### src/rtl/ram_bus_responder.sv
// Word-wide bus responder driving an 8-bit asynchronous SRAM, low byte then high byte.
// Optional one-entry last-load cache enabled by defining READ_CACHE_EN.
module ram_bus_responder #(
  parameter int WAIT_STATES = 1
) (
  input  logic        CLK,
  input  logic        RST_N,
  input  logic [3:0]  busState,
  input  logic        ramWrite,
  input  logic [15:0] ramAdd,
  input  logic [15:0] din,
  output logic [15:0] rdata,
  output logic        rvalid,
  output logic        busy,
  output logic [16:0] sram_addr,
  output logic [7:0]  sram_dq_out,
  input  logic [7:0]  sram_dq_in,
  output logic        sram_dq_oe,
  output logic        sram_ce_n,
  output logic        sram_oe_n,
  output logic        sram_we_n
);

  typedef enum logic [1:0] {S_IDLE, S_LO, S_HI, S_DONE} state_t;

  localparam logic [3:0] CNT_LAST = 4'(WAIT_STATES + 1);

  state_t      r_state, w_state_next;
  logic [3:0]  r_cnt, w_cnt_next;
  logic [15:0] r_addr, r_din, r_rdata;
  logic [7:0]  r_lo;
  logic        r_store, r_rvalid;

  logic        w_ready, w_req_st, w_req_ld, w_hit, w_phase_end;
  logic        w_active, w_strobe;
  logic [15:0] w_cdata;

  assign w_ready     = (r_state == S_IDLE) || (r_state == S_DONE);
  assign w_req_st    = w_ready && (busState == 4'h1) && ramWrite;
  assign w_req_ld    = w_ready && (busState == 4'h2);
  assign w_phase_end = (r_cnt == CNT_LAST);

`ifdef READ_CACHE_EN
  logic        r_cvalid;
  logic [15:0] r_ctag, r_cdata;

  assign w_hit   = w_req_ld && r_cvalid && (r_ctag == ramAdd);
  assign w_cdata = r_cdata;

  // Filled by every SRAM load; stores to the tagged word write through.
  always_ff @(posedge CLK or negedge RST_N) begin
    if (!RST_N) begin
      r_cvalid <= 1'b0;
      r_ctag   <= 16'h0000;
      r_cdata  <= 16'h0000;
    end else if ((r_state == S_HI) && w_phase_end && !r_store) begin
      r_cvalid <= 1'b1;
      r_ctag   <= r_addr;
      r_cdata  <= {sram_dq_in, r_lo};
    end else if (w_req_st && r_cvalid && (r_ctag == ramAdd)) begin
      r_cdata  <= din;
    end
  end
`else
  assign w_hit   = 1'b0;
  assign w_cdata = 16'h0000;
`endif

  always_ff @(posedge CLK or negedge RST_N) begin
    if (!RST_N) begin
      r_state <= S_IDLE;
      r_cnt   <= 4'd0;
    end else begin
      r_state <= w_state_next;
      r_cnt   <= w_cnt_next;
    end
  end

  always_comb begin
    w_state_next = r_state;
    w_cnt_next   = r_cnt;
    case (r_state)
      S_IDLE, S_DONE: begin
        w_cnt_next = 4'd0;
        if (w_hit)                      w_state_next = S_DONE;
        else if (w_req_st || w_req_ld)  w_state_next = S_LO;
        else                            w_state_next = S_IDLE;
      end
      S_LO: begin
        if (w_phase_end) begin
          w_state_next = S_HI;
          w_cnt_next   = 4'd0;
        end else begin
          w_cnt_next   = r_cnt + 4'd1;
        end
      end
      S_HI: begin
        if (w_phase_end) begin
          w_state_next = S_DONE;
          w_cnt_next   = 4'd0;
        end else begin
          w_cnt_next   = r_cnt + 4'd1;
        end
      end
      default: begin
        w_state_next = S_IDLE;
        w_cnt_next   = 4'd0;
      end
    endcase
  end

  always_ff @(posedge CLK or negedge RST_N) begin
    if (!RST_N) begin
      r_addr   <= 16'h0000;
      r_din    <= 16'h0000;
      r_store  <= 1'b0;
      r_lo     <= 8'h00;
      r_rdata  <= 16'h0000;
      r_rvalid <= 1'b0;
    end else begin
      r_rvalid <= 1'b0;
      if (w_hit) begin
        r_rdata  <= w_cdata;
        r_rvalid <= 1'b1;
      end else if (w_req_st || w_req_ld) begin
        r_addr  <= ramAdd;
        r_din   <= din;
        r_store <= w_req_st;
      end
      // Read data is captured at the end of the final strobe cycle of each phase.
      if ((r_state == S_LO) && w_phase_end && !r_store)
        r_lo <= sram_dq_in;
      if ((r_state == S_HI) && w_phase_end && !r_store) begin
        r_rdata  <= {sram_dq_in, r_lo};
        r_rvalid <= 1'b1;
      end
    end
  end

  assign w_active    = (r_state == S_LO) || (r_state == S_HI);
  assign w_strobe    = w_active && (r_cnt != 4'd0);

  assign busy        = w_active;
  assign rdata       = r_rdata;
  assign rvalid      = r_rvalid;
  assign sram_ce_n   = ~w_active;
  assign sram_oe_n   = ~(w_strobe && !r_store);
  assign sram_we_n   = ~(w_strobe && r_store);
  assign sram_dq_oe  = w_active && r_store;
  assign sram_addr   = {r_addr, (r_state == S_HI)};
  assign sram_dq_out = (r_state == S_HI) ? r_din[15:8] : r_din[7:0];

endmodule

### config.mk
export PLATFORM = sky130hd
export DESIGN_NAME = ram_bus_responder
export DESIGN_NICKNAME = d
export VERILOG_FILES = /design/src/rtl/ram_bus_responder.sv
export SDC_FILE = /design/constraint.sdc
export NUM_CORES = 1
export LEC_CHECK = 0
export BUFFER_PORTS_ARGS = -buffer_cell sky130_fd_sc_hd__buf_2
export CORE_ASPECT_RATIO = 1.25
export CORE_MARGIN = 2
export CORE_UTILIZATION = 35
export CTS_BUF_LIST = sky130_fd_sc_hd__clkbuf_2 sky130_fd_sc_hd__clkbuf_4 sky130_fd_sc_hd__clkbuf_8
export DETAILED_ROUTE_END_ITERATION = 8
export PLACE_DENSITY_LB_ADDON = 0.08
export SYNTH_ARGS = -nofsm -noshare
export SYNTH_HDL_FRONTEND = slang
export SYNTH_SLANG_ARGS = --single-unit
export TNS_END_PERCENT = 5
### constraint.sdc
create_clock -name CLK -period 3 [get_ports CLK]
set_clock_uncertainty 0.15 [all_clocks]
set_input_delay 0.6 -clock CLK [delete_from_list [all_inputs] [get_ports CLK]]
set_output_delay 0.6 -clock CLK [all_outputs]
set_load 0.05 [all_outputs]
==> results by group, run 1 <==
Clock network
  – Post-CTS Hold Buffers: 0
  – PostCTS Resize Cnt: 0
  – Sink Count: between 60 and 70
  – Postcts setup bufs: 0
  – Clock tree buffer depth: 2
  – TritonCTS buffer count: 9
  – CTS tree: built
  – Worst-Skew Late Latency: 320 ps
  – Worst-path clk slew: 70 ps
  – Root Driver: clkbuf_8
  – H-tree depth: 3

Floorplanning
  – Die Ht: between 100 and 150 um
  – Die ar.: between 8000 and 9000 sq um
  – Initial core utilization: 0.362
  – Ports: 94
  – Die span in x: between 80 and 90 um
  – Core area: between 7000 and 8000 sq um
  – Std cell rows: 35

Synthesis
  – Post-synthesis cell area: approximately 2700 sq um
  – Netlist cell types: 33
  – Leading cell type by number of instances after synthesis: dfrtp_1
  – Synth Register Bits: 64
  – Sequential-to-total area share from yosys stat: 0.597
  – Largest cells by area after synthesis: dfrtp_1 60%, mux2_2 23%, mux2_4 5.0%
  – EDFF count, synth: 0
  – Post-synth top area share: 0.597
  – Avg Inst Size Synth: between 15 and 20 sq um
  – Async set or reset register ratio after synthesis: 1.00
  – Synth Instances: 171
  – Ys flop type: dfrtp_1
  – Largest area contributor in the netlist: dfrtp_1
  – Synth warn: 0
  – Syn_nets: 220
  – Synth top cells by count: 64 x dfrtp_1, 54 x mux2_2, 9 x mux2_4

Global route
  – Antenna violations before repair: 0
  – First-pass GRT wire length: 8410 um
  – Vias in the first global route: 1,774
  – GRT Total Usage: 0.134
  – Gr ovfl total: 0
  – Largest net degree at the start of global routing: 34

Timing
  – Crit share post-route: 0.862
  – Max Clk Rate: between 300 and 400 MHz
  – Final Hold Viols: 0
  – Max-slew violations: 0
  – Final setup violation count: 0
  – Worst setup margin: between 400 and 500 ps
  – Setup_tns: 0 ps
  – Max-slew headroom: 0.690
  – Unrepaired setup endpoints after global routing: false
  – Tmin final: between 2000 and 3000 ps
  – Pin slew with the least headroom to its limit: 462 ps

Min path
  – HP Class: input pin to async pin

Power and ir drop
  – Pwr dens: between 1000 and 1500 nW/um^2
  – Sequential Power Share: 0.327
  – Int Power: 0.00231 W
  – Clk network pwr share: 0.160
  – Sw Pwr: 0.00207 W
  – Leak: 1.73 nW
  – Peak supply drop: about 660 uV
  – Sw frac: 0.473
  – Combinational Power Share: 0.513

Placement
  – Pre-CTS setup slack: about 650 ps
  – Area after DPL: 3260 sq um
  – RePlAce Congestion: around 0.68
  – Placed Instances: 354
  – IO Port Bufs: just over 90
  – Dpl hpwl: between 3000 and 4000 um

Critical path
  – Worst EP required: roughly 2300 ps
  – CP endpoint kind: output port
  – Crit Path Max Fanout: 9
  – Reg-to-reg endpoint: r_din[3]
  – CP Class: flop to output port
  – R2R cell count: 6
  – Worst EP arrival: around 1800 ps
  – Reg-to-Reg Start: r_state[0]
  – Worst reg2reg setup slack: 660 ps
  – Startpoint types: flop

Final layout
  – Share of layout cells above drive strength 1: 0.653
  – Layout area overhead: 28.7%
  – Final Instance Area: about 3400 sq um
  – NumNets Final: roughly 320
  – N_diodes: 0
  – Non-filler cells, final: between 300 and 400

Routing
  – ANT nets after route: 0
  – # DRC: 0
  – Total wire length: roughly 5200 um
  – WL/cell: around 14 um
  – Via density: roughly 4.7
  – DR pass1 iterations: 4
  – Initial DRC Count: 27
  – Detailed-route via count: roughly 1,700

Status
  – Status: finished clean

Flow run
  – Max Cap Viol: 0
==> power groups by stage <==
stage / sequential, W / clock (W) / combinational [W]
final: 0.00143 / 0.000699 / 0.00225
after global routing: 0.00149 / 0.000767 / 0.00238
after CTS: 0.00144 / 0.000727 / 0.00227
after detailed placement: 0.00145 / 0 / 0.00227
after global placement: 0.00144 / 0 / 0.00226
after floorplan: 0.00204 / 0 / 0.00118
==> cells in the final DEF, fill, tap and decap left out, types with 2 or more instances in the layout <==
| cell type | count |
|---|---|
| clkbuf_8 | 9 |
| mux2_2 | 54 |
| buf_2 | 93 |
| o21ai_0 | 3 |
| dfrtp_1 | 64 |
| buf_4 | 3 |
| ha_1 | 2 |
| inv_1 | 4 |
| nor2_1 | 5 |
| clkinv_2 | 3 |
| nand2b_1 | 2 |
| mux2_4 | 9 |
| xor2_1 | 2 |
==> critical path: stages (launching register included) <==
cell	delay, ps
dfrtp_1	400
inv_1	60
ha_1	260
buf_4	240
mux2_2	350
buf_2	210
==> final cells by class <==
| cell class | count | area, sq um |
|---|---|---|
| Fill cell | 680 | 3950 |
| Sequential cell | 64 | 1600 |
| Multi-Input combinational cell | 97 | 1020 |
| Clock inverter | 6 | 61.3 |
| Clock buffer | 9 | 124 |
| Tap cell | 92 | 115 |
| Timing Repair Buffer | 97 | 508 |
| Inverter | 4 | 15.0 |
==> per-layer routing <==
layer  track usage  wire [um]  vias up
li1              -          -      816
met1         0.165       2210      843
met3        0.0521        398       10
met2         0.202       2510       63
met4        0.0692         94        0
met5             0          0        -
==> through the flow <==
step / hold slack, ps / util / power [W]
3_3_place_gp: 324 / 0.441 / 0.00370
3_5_place_dp: 323 / 0.441 / 0.00372
5_1_grt: 180 / 0.466 / 0.00463
2_1_floorplan: 154 / - / 0.00322
4_1_cts: 150 / 0.466 / 0.00444
6_report: 153 / 0.466 / 0.00438
==> logic make-up (layout without fill, tap and decap cells) <==
family          Yosys count  count (layout)  share of synthesized area
compound gates           10              10                     0.0294
mux                      64              64                      0.281
xor+xnor                  2               2                    0.00653
fa+ha+maj                 2               2                    0.00933
buf+inv                  10             116                     0.0215
flops                    64              64                      0.597
simple gates             19              19                     0.0546
==> registers in the layout (all words and copies together), names as in the netlist <==
signal	count
r_addr	16
r_din	16
r_cnt	4
rvalid	1
r_state	2
rdata	16
r_lo	8
r_store	1
==> how the worst max path moves through the flow <==
stage | start | end | slack [ps] | depth (start not counted)
6_report | r_state[0] | sram_dq_out[3] | 410 | 5
5_1_grt | r_state[0] | sram_dq_out[4] | 320 | 5
4_1_cts | r_state[0] | sram_dq_out[3] | 370 | 5
3_5_place_dp | r_state[0] | r_addr[2] | 650 | 6
3_3_place_gp | r_state[0] | r_addr[6] | 690 | 6
2_1_floorplan | r_state[0] | sram_we_n | 210 | 5
Power figures use the tool's default switching activity.
==> run 2: changes to the inputs <==
--- a/config.mk
+++ b/config.mk
@@ -6,7 +6,6 @@
 export NUM_CORES = 1
 export LEC_CHECK = 0
 export BUFFER_PORTS_ARGS = -buffer_cell sky130_fd_sc_hd__buf_2
-export CORE_ASPECT_RATIO = 1.25
 export CORE_MARGIN = 2
 export CORE_UTILIZATION = 35
 export CTS_BUF_LIST = sky130_fd_sc_hd__clkbuf_2 sky130_fd_sc_hd__clkbuf_4 sky130_fd_sc_hd__clkbuf_8
==> run 2 against run 1 <==
Net effect:
- sequential share of layout area is 0.76 points lower
- wire length is 2.5% lower
- register-to-register slack better by 20 ps
- maximum frequency hardly changed
- total power is 3.1% higher
- sequential power hardly changed
- highest routed layer unchanged
- critical path type unchanged
==> results by group, run 2 (synthesis gave the netlist of run 1 again) <==
Power and ir drop
  – Peak supply drop: approximately 560 uV
  – Sw frac: 0.463
  – Combinational Power Share: 0.500
  – Pwr dens: roughly 1300 nW/um^2
  – Tot Pwr: 0.00451 W
  – Int Power: roughly 0.0024 W
  – Sw Pwr: 0.00209 W
  – Sequential Power Share: 0.316
  – Clk network pwr share: 0.184
  – Leak: between 1.5 and 2 nW

Floorplanning
  – Die Ht: approximately 92 um
  – Std cell rows: 31
  – Core area: ~7300 sq um
  – Initial core utilization: 0.366
  – Die ar.: around 8400 sq um
  – Die span in x: 91.5 um
  – Ports: 94

Timing
  – Setup_tns: 0 ps
  – Max Clk Rate: just under 400 MHz
  – Pin slew with the least headroom to its limit: about 470 ps
  – Max-slew violations: 0
  – Unrepaired setup endpoints after global routing: false
  – Final Hold Viols: 0
  – Final setup violation count: 0
  – Crit share post-route: 0.862
  – Max-slew headroom: 0.687
  – Tmin final: around 2600 ps

Critical path
  – Reg-to-Reg Start: r_state[0]
  – Worst reg2reg setup slack: 680 ps
  – R2R cell count: 6
  – Slowest stage delay, CP: about 440 ps
  – Crit Path Max Fanout: 9
  – CP endpoint kind: output port
  – Startpoint types: flop
  – Critical Path Source: r_state[0]
  – Slowest cell on the critical path: ha_1
  – CP endpoint: sram_dq_out[3]
  – Worst EP arrival: roughly 1800 ps
  – CP Class: flop to output port
  – Crit path cell chain: inv_1 -> ha_1 -> mux2_2 -> buf_2
  – Reg-to-reg endpoint: r_din[4]
  – Worst EP required: approximately 2300 ps

Clock network
  – PostCTS Resize Cnt: 0
  – Clock tree buffer depth: 2
  – Postcts setup bufs: 0
  – H-tree depth: 3
  – TritonCTS buffer count: 9
  – Worst-Skew Late Latency: 340 ps
  – CTS tree: built
  – Post-CTS Hold Buffers: 0
  – Sink Count: 64
  – Root Driver: clkbuf_8
  – Worst-path clk slew: 70 ps

Global route
  – GRT Total Usage: 0.127
  – Antenna violations before repair: 0
  – Gr ovfl total: 0
  – Largest net degree at the start of global routing: 65
  – First-pass GRT wire length: around 8000 um
  – Vias in the first global route: between 1,500 and 2,000

Routing
  – Met2 Routed Length: approximately 2300 um
  – Met1 Wirelength: approximately 2200 um
  – Total wire length: 5080 um
  – WL/cell: between 10 and 15 um
  – Top layer in use: met4
  – Initial DRC Count: 43
  – # DRC: 0
  – ANT nets after route: 0
  – Via density: about 4.5
  – Met3 WL: 440 um
  – Detailed-route via count: roughly 1,700
  – DR pass1 iterations: 4

Final layout
  – Multi-input gate area: around 1000 sq um
  – Layout area overhead: 30.8%
  – Share of layout cells above drive strength 1: 0.653
  – Filler Cell Count: 710
  – N_diodes: 0
  – Most frequent cells in the layout: 93 x buf_2, 64 x dfrtp_1, 54 x mux2_2, 10 x clkbuf_8, 9 x mux2_4
  – NumNets Final: roughly 320
  – Post-Route Utilization: 0.478
  – Most common cell after layout, fill and taps aside: buf_2
  – Sequential Area: ~1600 sq um

Placement
  – RePlAce Congestion: between 0.7 and 0.8
  – Dpl hpwl: about 3600 um
  – IO Port Bufs: 93

Status
  – Status: finished clean

Flow run
  – Max Cap Viol: 0

Min path
  – HP Class: input pin to async pin
[run 2: cell count changes in the layout (fill, tap and decap cells not counted), sizes merged]
cell	before	now
buf	97	96
bufinv	1	2
clkbuf	9	10
clkinv	4	3
clkinvlp	1	0
inv	4	5
[run 2: metal layers]
layer	up-vias	track usage
met5	-	0
met4	0	0.0417
met3	6	0.0664
met2	63	0.189
met1	818	0.158
li1	818	-
[run 2: worst max-delay path, delay by kind of cell, from the launching register on]
family / cells / cell delay (ps)
flip-flops: 1 / 390
adder cells (fa/ha/maj): 1 / 440
buffers and inverters: 2 / 270
multiplexers: 1 / 400
[run 2: cell type report]
class | instances | area share
Multi-Input combinational cell | 97 | 0.292
Clock inverter | 6 | 0.0260
Tap cell | 99 | 0.0353
Clock buffer | 10 | 0.0392
Timing Repair Buffer | 96 | 0.146
Inverter | 4 | 0.00428
Sequential cell | 64 | 0.457
[run 2: through the flow]
stage	std cells	hold slack (ps)	setup slack (ps)	area [sq um]
after floorplan	171	154	213	2680
after global placement	360	319	706	3280
after detailed placement	360	324	681	3280
after CTS	376	123	366	3510
after global routing	376	105	325	3510
final	376	105	414	3510
[run 2: worst min-delay path by stage]
stage	start	to
floorplan	RST_N	r_addr[0]
global placement	r_din[8]	r_din[8]
detailed placement	r_din[8]	r_din[8]
CTS	RST_N	r_addr[5]
global route	RST_N	r_addr[5]
finish	RST_N	r_addr[5]
[run 2: power by group through the flow]
stage	registers, W	clock network, W	logic (W)
floorplan	0.00204	0	0.00118
global placement	0.00144	0	0.00226
detailed placement	0.00144	0	0.00228
CTS	0.00143	0.000866	0.00228
global route	0.00147	0.000902	0.00237
finish	0.00143	0.000832	0.00225
==> run 3: changes to the inputs <==
--- a/config.mk
+++ b/config.mk
@@ -5,11 +5,12 @@
 export SDC_FILE = /design/constraint.sdc
 export NUM_CORES = 1
 export LEC_CHECK = 0
-export BUFFER_PORTS_ARGS = -buffer_cell sky130_fd_sc_hd__buf_2
+export BUFFER_PORTS_ARGS = -buffer_cell sky130_fd_sc_hd__buf_4
 export CORE_MARGIN = 2
 export CORE_UTILIZATION = 35
 export CTS_BUF_LIST = sky130_fd_sc_hd__clkbuf_2 sky130_fd_sc_hd__clkbuf_4 sky130_fd_sc_hd__clkbuf_8
 export DETAILED_ROUTE_END_ITERATION = 8
+export HOLD_SLACK_MARGIN = 0.12
 export PLACE_DENSITY_LB_ADDON = 0.08
 export SYNTH_ARGS = -nofsm -noshare
 export SYNTH_HDL_FRONTEND = slang
==> run 3 against run 2 <==
Net effect:
- final cell count down 0.27%
- via count up 0.29%
- register-to-register slack is essentially flat
- sequential cell count did not move
- clock power is 4.0% lower
- sequential share of layout area is 2.5 points lower
- count of clock-buffer cells in the layout increased by 4
- global-route usage up 0.86 points
- die area stayed put
==> results by group, run 3 (synthesis gave the netlist of run 1 again) <==
Global route
  – First-pass GRT wire length: approximately 9000 um
  – Antenna violations before repair: 0
  – Gr ovfl total: 0
  – GRT Total Usage: 0.136
  – Vias in the first global route: 1,760
  – Largest net degree at the start of global routing: 65

Critical path
  – CP Class: flop to output port
  – Crit path cell chain: inv_1 -> ha_1 -> mux2_2 -> buf_4
  – Worst EP required: 2250 ps
  – Crit Path Max Fanout: 9
  – Worst EP arrival: roughly 1800 ps
  – Slowest stage delay, CP: approximately 420 ps
  – Slowest cell on the critical path: ha_1
  – CP endpoint kind: output port
  – Critical Path Source: r_state[0]
  – Startpoint types: flop
  – CP Buf/Inv Count: 2
  – Crit path max-delay family: adder cells
  – Reg-to-Reg Start: r_state[0]

Floorplanning
  – Std cell rows: 31
  – Core area: 7330 sq um
  – Initial core utilization: 0.366
  – Ports: 94
  – Die span in x: around 92 um
  – Die ar.: about 8400 sq um
  – Die Ht: just over 90 um

Timing
  – Max Clk Rate: about 400 MHz
  – Max-slew violations: 0
  – Setup_tns: 0 ps
  – Unrepaired setup endpoints after global routing: false
  – Final Hold Viols: 0
  – Worst setup margin: roughly 460 ps
  – Max-slew headroom: 0.461
  – Crit share post-route: 0.847
  – Final setup violation count: 0
  – Pin slew with the least headroom to its limit: ~810 ps
  – Tmin final: around 2500 ps

Clock network
  – H-tree depth: 3
  – Root Driver: clkbuf_8
  – PostCTS Resize Cnt: 0
  – CTS tree: built
  – Worst-Skew Late Latency: 330 ps
  – Clock tree buffer depth: 2
  – Worst-path clk slew: 70 ps
  – Post-CTS Hold Buffers: 0
  – Postcts setup bufs: 0
  – TritonCTS buffer count: 9
  – Sink Count: 64

Routing
  – Total wire length: around 5300 um
  – Met1 Wirelength: ~2300 um
  – # DRC: 0
  – Met3 WL: around 440 um
  – DR pass1 iterations: 4
  – ANT nets after route: 0
  – Met2 Routed Length: approximately 2400 um
  – WL/cell: 14.1 um
  – Top layer in use: met4
  – Via density: roughly 4.6
  – Detailed-route via count: 1,710
  – Initial DRC Count: 47

Min path
  – HP Class: input pin to async pin

Final layout
  – Non-filler cells, final: 375
  – Layout area overhead: 38.5%
  – N_diodes: 0
  – Most common cell after layout, fill and taps aside: buf_4
  – Share of layout cells above drive strength 1: 0.652
  – Most frequent cells in the layout: 94 x buf_4, 64 x dfrtp_1, 54 x mux2_2, 13 x clkbuf_8, 9 x mux2_4
  – Final Instance Area: between 3000 and 4000 sq um
  – NumNets Final: 320

Placement
  – Placed Instances: roughly 360
  – Pre-CTS setup slack: around 670 ps
  – Dpl hpwl: approximately 3700 um
  – RePlAce Congestion: roughly 0.72
  – Area after DPL: roughly 3500 sq um
  – IO Port Bufs: 93

Power and ir drop
  – Sw Pwr: around 0.0021 W
  – Combinational Power Share: 0.525
  – Int Power: roughly 0.0026 W
  – Tot Pwr: 0.00470 W
  – Pwr dens: ~1300 nW/um^2
  – Sequential Power Share: 0.305
  – Leak: roughly 1.8 nW
  – Sw frac: 0.444
  – Peak supply drop: 552 uV
  – Clk network pwr share: 0.170

Status
  – Status: finished clean

Flow run
  – Max Cap Viol: 0
[run 3: cell types whose count changed in the layout (fill, tap and decap cells not counted), sizes merged]
cell | previous run | this run
clkbuf | 10 | 14
clkinv | 3 | 1
buf | 96 | 95
bufinv | 2 | 1
inv | 5 | 4
[run 3: worst paths after layout]
check | end | slack [ps] | cells past startpoint
worst max-delay path | sram_dq_out[3] | 460 | 4
worst min-delay path | r_addr[5] | 200 | 1
worst max register to register | r_addr[7] | 670 | 6
worst min register to register | r_din[8] | 330 | 1
max in group asynchronous | r_state[1] | 1960 | 1
min in group CLK | r_din[8] | 330 | 1
[run 3: routing by layer]
layer / track usage / vias to the layer above
met4: 0.0682 / 0
met3: 0.0473 / 9
met2: 0.191 / 63
met1: 0.184 / 823
met5: 0 / -
li1: - / 815
[run 3: power groups by stage]
| stage | Sequential [W] | Clock (W) | Combinational, W |
|---|---|---|---|
| finish | 0.00144 | 0.000799 | 0.00247 |
| global route | 0.00149 | 0.000867 | 0.00259 |
| CTS | 0.00144 | 0.000828 | 0.00250 |
| detailed placement | 0.00145 | 0 | 0.00249 |
| global placement | 0.00145 | 0 | 0.00247 |
| floorplan | 0.00204 | 0 | 0.00118 |
[run 3: worst reg2reg max path: stages, from the launching register on]
cell and delay (ps):
dfrtp_1 370, inv_1 50, ha_1 460, or3b_1 440, a21oi_4 160, buf_12 220, mux2_2 370
[run 3: area by class of cell]
cell class | count | area [sq um]
Clock buffer | 14 | 186
Clock inverter | 2 | 35.0
Fill cell | 647 | 3620
Inverter | 4 | 15.0
Multi-Input combinational cell | 97 | 1020
Sequential cell | 64 | 1600
Tap cell | 99 | 124
Timing Repair Buffer | 95 | 726
[run 3: per-stage QoR]
stage	hold slack [ps]	util
after CTS	239	0.506
after floorplan	154	-
final	204	0.506
after detailed placement	327	0.476
after global routing	266	0.506
after global placement	318	0.476
